File: src/rtl/arb2_pkg.sv
// Shared types and sizing for the two-input round-robin stream arbiter.
// Optional per-input transfer counters are enabled by defining ARB2_STATS_EN.
package arb2_pkg;

    localparam int DEF_WIDTH = 4;
    localparam int CNT_W     = 16;

    // Identifies a producer; also records which producer won most recently.
    typedef enum logic {
        SRC0 = 1'b0,
        SRC1 = 1'b1
    } src_e;

endpackage

File: src/rtl/stream_arb2_if.sv
// Handshake bundle between the two producers, the arbiter and the consumer.
// The slave modport is the arbiter's view; master is the environment's view.
interface stream_arb2_if import arb2_pkg::*; #(
    parameter int WIDTH = DEF_WIDTH
);

    logic             in0_valid;
    logic [WIDTH-1:0] in0_data;
    logic             in0_ready;
    logic             in1_valid;
    logic [WIDTH-1:0] in1_data;
    logic             in1_ready;
    logic             out_valid;
    logic [WIDTH-1:0] out_data;
    src_e             out_src;
    logic             out_ready;

    modport slave (
        input  in0_valid, in0_data, in1_valid, in1_data, out_ready,
        output in0_ready, in1_ready, out_valid, out_data, out_src
    );

    modport master (
        output in0_valid, in0_data, in1_valid, in1_data, out_ready,
        input  in0_ready, in1_ready, out_valid, out_data, out_src
    );

endinterface

File: src/rtl/rr_pick2.sv
// Combinational two-way round-robin pick: a lone requester always wins,
// a contested cycle goes to whichever input did not win last.
module rr_pick2 import arb2_pkg::*; (
    input  logic v0,
    input  logic v1,
    input  src_e last,
    output logic gnt_valid,
    output src_e gnt
);

    assign gnt_valid = v0 || v1;

    always_comb begin
        gnt = SRC0;
        if (v0 && v1) begin
            gnt = (last == SRC0) ? SRC1 : SRC0;
        end else if (v1) begin
            gnt = SRC1;
        end
    end

endmodule

File: src/rtl/stream_arb2.sv
// Two-input round-robin stream arbiter feeding a single registered output slot.
// Define ARB2_STATS_EN to add saturating per-input transfer counters cnt0/cnt1.
module stream_arb2 import arb2_pkg::*; #(
    parameter int WIDTH = DEF_WIDTH
) (
    input  logic                 clk,
    input  logic                 reset_n,
    stream_arb2_if.slave         bus
`ifdef ARB2_STATS_EN
    ,
    output logic [CNT_W-1:0]     cnt0,
    output logic [CNT_W-1:0]     cnt1
`endif
);

    logic             out_valid_q, out_valid_d;
    logic [WIDTH-1:0] out_data_q,  out_data_d;
    src_e             out_src_q,   out_src_d;
    src_e             last_q,      last_d;

    logic             gnt_valid;
    src_e             gnt;
    logic             free;
    logic             xfer;
    logic [WIDTH-1:0] sel_data;

    rr_pick2 u_pick (
        .v0        (bus.in0_valid),
        .v1        (bus.in1_valid),
        .last      (last_q),
        .gnt_valid (gnt_valid),
        .gnt       (gnt)
    );

    // A full slot being drained this cycle can take a new item in the same cycle.
    assign free     = !out_valid_q || bus.out_ready;
    assign xfer     = reset_n && free && gnt_valid;
    assign sel_data = (gnt == SRC1) ? bus.in1_data : bus.in0_data;

    assign bus.in0_ready = xfer && (gnt == SRC0);
    assign bus.in1_ready = xfer && (gnt == SRC1);
    assign bus.out_valid = out_valid_q;
    assign bus.out_data  = out_data_q;
    assign bus.out_src   = out_src_q;

    always_comb begin
        // NOTE: every output of this block gets a default first, so no path leaves a latch.
        out_valid_d = out_valid_q;
        out_data_d  = out_data_q;
        out_src_d   = out_src_q;
        last_d      = last_q;
        if (xfer) begin
            out_valid_d = 1'b1;
            out_data_d  = sel_data;
            out_src_d   = gnt;
            last_d      = gnt;
        end else if (free && bus.out_ready) begin
            out_valid_d = 1'b0;
        end
    end

    // NOTE: state updates use non-blocking assignments so every flop samples pre-edge values.
    always_ff @(posedge clk or negedge reset_n) begin
        if (!reset_n) begin
            out_valid_q <= 1'b0;
            out_data_q  <= '0;
            out_src_q   <= SRC0;
            last_q      <= SRC1;
        end else begin
            out_valid_q <= out_valid_d;
            out_data_q  <= out_data_d;
            out_src_q   <= out_src_d;
            last_q      <= last_d;
        end
    end

`ifdef ARB2_STATS_EN
    localparam logic [CNT_W-1:0] CNT_ONE = 1;

    logic [CNT_W-1:0] cnt0_q, cnt0_d;
    logic [CNT_W-1:0] cnt1_q, cnt1_d;

    // Counters stick at all-ones rather than wrapping.
    always_comb begin
        cnt0_d = cnt0_q;
        cnt1_d = cnt1_q;
        if (bus.in0_ready && (cnt0_q != '1)) cnt0_d = cnt0_q + CNT_ONE;
        if (bus.in1_ready && (cnt1_q != '1)) cnt1_d = cnt1_q + CNT_ONE;
    end

    always_ff @(posedge clk or negedge reset_n) begin
        if (!reset_n) begin
            cnt0_q <= '0;
            cnt1_q <= '0;
        end else begin
            cnt0_q <= cnt0_d;
            cnt1_q <= cnt1_d;
        end
    end

    assign cnt0 = cnt0_q;
    assign cnt1 = cnt1_q;
`endif

endmodule

File: src/flat_wrapper.sv
// flat-port wrapper written by rule: the top's interface ports become plain ports
module stream_arb2_flat import arb2_pkg::*;
#(
    parameter int WIDTH = DEF_WIDTH
)
  (clk, reset_n, bus_in0_valid, bus_in0_data, bus_in1_valid, bus_in1_data, bus_out_ready, bus_in0_ready, bus_in1_ready, bus_out_valid, bus_out_data, bus_out_src);
  stream_arb2_if #(.WIDTH(WIDTH)) bus_i ();
  input  logic clk;
  input  logic reset_n;
  input wire logic [$bits(bus_i.in0_valid)-1:0] bus_in0_valid;
  input wire logic [$bits(bus_i.in0_data)-1:0] bus_in0_data;
  input wire logic [$bits(bus_i.in1_valid)-1:0] bus_in1_valid;
  input wire logic [$bits(bus_i.in1_data)-1:0] bus_in1_data;
  input wire logic [$bits(bus_i.out_ready)-1:0] bus_out_ready;
  output wire logic [$bits(bus_i.in0_ready)-1:0] bus_in0_ready;
  output wire logic [$bits(bus_i.in1_ready)-1:0] bus_in1_ready;
  output wire logic [$bits(bus_i.out_valid)-1:0] bus_out_valid;
  output wire logic [$bits(bus_i.out_data)-1:0] bus_out_data;
  output wire logic [$bits(bus_i.out_src)-1:0] bus_out_src;
  assign bus_i.in0_valid = bus_in0_valid;
  assign bus_i.in0_data = bus_in0_data;
  assign bus_i.in1_valid = bus_in1_valid;
  assign bus_i.in1_data = bus_in1_data;
  assign bus_i.out_ready = bus_out_ready;
  assign bus_in0_ready = bus_i.in0_ready;
  assign bus_in1_ready = bus_i.in1_ready;
  assign bus_out_valid = bus_i.out_valid;
  assign bus_out_data = bus_i.out_data;
  assign bus_out_src = bus_i.out_src;
  stream_arb2 #(.WIDTH(WIDTH)) u_core (.clk(clk), .reset_n(reset_n), .bus(bus_i));
endmodule
File: config.mk
export PLATFORM = sky130hd
export DESIGN_NAME = stream_arb2_flat
export DESIGN_NICKNAME = d
export VERILOG_FILES = /design/src/rtl/arb2_pkg.sv /design/src/rtl/stream_arb2_if.sv /design/src/rtl/rr_pick2.sv /design/src/rtl/stream_arb2.sv /design/src/flat_wrapper.sv
export SDC_FILE = /design/constraint.sdc
export NUM_CORES = 1
export LEC_CHECK = 0
export CORE_AREA = 10 10 47 49
export DETAILED_ROUTE_END_ITERATION = 6
export DIE_AREA = 0 0 57 59
export PLACE_DENSITY = 0.65
export SYNTH_ARGS = -nofsm -noshare
export SYNTH_HDL_FRONTEND = slang
export SYNTH_HIERARCHICAL = 1
export SYNTH_SLANG_ARGS = --single-unit
File: constraint.sdc
create_clock -name clk -period 2.6 [get_ports clk]
set_clock_uncertainty 0.1 [all_clocks]
set_input_delay 0.52 -clock clk [delete_from_list [all_inputs] [get_ports clk]]
set_output_delay 0.52 -clock clk [all_outputs]
set_load 0.05 [all_outputs]
==> impl_metrics.py <==
metrics = {
    "run_status": {
        "status": "finished clean",
    },
    "floorplanning": {
        "io_pins": 21,
        "die_x_um": 57,
        "dieArea_mm2": 0.003363,
        "std_cell_rows": 14,
        "core_mm2": 0.001401,
        "die_h_um": 59,
        "start_util_pct": 29.55,
    },
    "clocking": {
        "cts_setup_buffers": 0,
        "h-tree-depth": 1,
        "cts_max_path_buffers": 2,
        "cts_root_buffer": "clkbuf_4",
        "clock_latency_ns": 0.24,
        "clkTransAtPathRegs_ns": 0.05,
        "ctsResizeCount": 0,
        "cts_tree": "done",
        "cts_hold_buf": 0,
        "cts_made_buffers": 3,
        "cts.sinks": 7,
    },
    "final_layout": {
        "final_cells": 68,
        "num-fill-cells": 136,
        "diodes": 0,
        "fin_area_um2": 680.7,
        "drive_gt1_share_pct": 44.23,
        "nets": 66,
        "final_util_pct": 48.57,
        "synthToLayoutAreaGrowth_pct": 64.35,
        "seq_area_um2": 176.4,
        "multi_input_area_um2": 215.2,
    },
    "global_route": {
        "grt_pass1_vias": 316,
        "antenna_found_initial": 0,
        "grt_max_degree": 8,
        "grt_pass1_wl_mm": 1.269,
        "overflow": 0,
        "grt.total_usage_pct": 4.907,
    },
    "detailed_routing": {
        "dr.pass1.iters": 1,
        "antenna_left": 0,
        "viasPerCell": 4.015,
        "routed_wl_um": 820,
        "drc": 0,
        "drtIter0Drc": 0,
        "via_count": 273,
        "avgRoutedWirePerCell_um": 12.06,
    },
    "critical_path": {
        "cp_max_fo": 3,
        "crit_family": "simple AND/OR/NAND/NOR gates",
        "crit_buf_inv": 2,
        "slowest_stage": "clkdlybuf4s50_1",
        "rr_endpoint": "u_core/bus.out_data[2]",
        "arrival_ns": 1.68,
        "cp-start-kind": "input port",
        "crit_cells": 6,
        "critPathMaxStageDelay_ns": 0.41,
        "r2r_start": "u_core/last_q",
        "rrSetupSlack_ns": 1.05,
        "cp_cell_sequence": "clkdlybuf4s50_1 > or2_1 > nand2_1 > nor2b_4 > and2b_2 > buf_12",
        "crit_type": "input port to output port",
        "r2r_cells": 4,
        "crit_path_end_kind": "output port",
        "crit_required_ns": 1.98,
    },
    "sta": {
        "min_period_over_period_pct": 88.43,
        "drv_slew": 0,
        "fin_crit_ns": 2.299,
        "finalSetupViolCount": 0,
        "rsz0062_at_grt": "no",
        "hold_viol": 0,
        "setup_ws_ns": 0.3008,
        "fin_setup_tns_ns": 0,
        "relSlewSlack_pct": 66.00,
        "worst_pin_slew_ns": 0.5084,
        "fmax_mhz": 434.9,
        "whs_ns": 0.4183,
    },
    "worst_hold_path": {
        "hold_class": "register to register",
        "min_path_cells": 1,
        "worstHoldStart": "u_core/bus.out_data[3]",
        "holdPathEnd": "u_core/bus.out_data[3]",
    },
    "yosys": {
        "synth_top_area_cell": "dfrtp_1",
        "synth_async_sr_flop_share_pct": 100.0,
        "synth.avg_cell_area_um2": 15.34,
        "syn_inst": 27,
        "yosys.cell_count.top_type": "mux2_4",
        "yosysUniqueCellTypes": 11,
        "ys_ff_latch": 7,
        "netlist_top_cells_area": "dfrtp_1, mux2_4, dfstp_2, buf_6, nand2b_4",
        "yosys_warnings": 6,
        "ys.flop_type": "dfrtp_1",
        "syn_nets": 40,
        "synthDominantCellAreaShare_pct": 36.25,
        "synth_edf_count": 0,
        "synth_seq_area_share_pct": 42.60,
        "syn_area_um2": 414.1,
        "synth_commonest_cells": "mux2_4, dfrtp_1, buf_6, nand2_1",
    },
    "pwr": {
        "peakVddDrop_mv": 0.2988,
        "cellPowerDensity_mw_per_mm2": 670.6,
        "finalPower_mw": 0.4564,
        "power.leakage_nw": 0.3131,
    },
    "placement": {
        "place_ws_ns": 0.2927,
        "placed_cells": 64,
        "dp_hpwl_um": 761.9,
        "dpl_cell_area_um2": 654.4,
        "gp_congestion": 0.6640,
        "place.port_buffers": 20,
    },
    "job": {
        "max_cap_violations": 0,
    },
}
==> cell families after synthesis <==
group	after synthesis	synth area share (%)
flops	7	42.60
compound gates	1	1.813
simple gates	7	13.90
mux	10	36.25
buf+inv	2	5.438
==> worst max-delay path by stage <==
stage / from / endpoint / slack (ns)
after floorplan: bus_in1_valid / bus_in0_ready / 0.67
after global placement: bus_in1_valid / bus_in0_ready / 0.31
after detailed placement: bus_in1_valid / bus_in0_ready / 0.29
after CTS: bus_in1_valid / bus_in0_ready / 0.29
after global routing: bus_in1_valid / bus_in0_ready / 0.25
final: bus_in1_valid / bus_in0_ready / 0.30
==> state kept, by name, indices dropped and copies added (netlist names) <==
register              count
u_core/bus.out_src        1
u_core/bus.out_valid      1
u_core/bus.out_data       4
u_core/last_q             1
==> routing by layer <==
metal,track usage (%),vias to the layer above,routed length [µm]
met4,6.040,0,25
li1,-,139,-
met2,8.217,12,419
met1,4.091,120,314
met3,1.717,2,60
met5,0,-,0
==> cell type report <==
class | instances | area share [%]
clock buffer | 4 | 3.860
tap | 16 | 2.941
timing repair buffer | 23 | 35.66
multi-input combinational | 18 | 31.62
sequential | 7 | 25.92
==> where the power goes <==
| part | leakage [nW] | internal, mW | switching, mW |
|---|---|---|---|
| sequential | 0.0809 | 0.135 | 0.0147 |
| combinational | 0.217 | 0.106 | 0.110 |
| clock | 0.0150 | 0.0581 | 0.0334 |
| total | 0.313 | 0.299 | 0.158 |
==> layout by cell type (no fill, tap or decap) <==
| cell | n |
|---|---|
| clkdlybuf4s50_1 | 18 |
| mux2_4 | 10 |
| dfrtp_1 | 6 |
| clkbuf_4 | 3 |
| buf_4 | 3 |
| buf_12 | 2 |
| nand2_1 | 2 |
| clkbuf_1 | 1 |
| nand2b_4 | 1 |
| nor2b_4 | 1 |
| and2b_2 | 1 |
| and2_2 | 1 |
| dfstp_2 | 1 |
| or2_1 | 1 |
| a21boi_1 | 1 |
No activity file was read; power rests on OpenSTA's default activity.
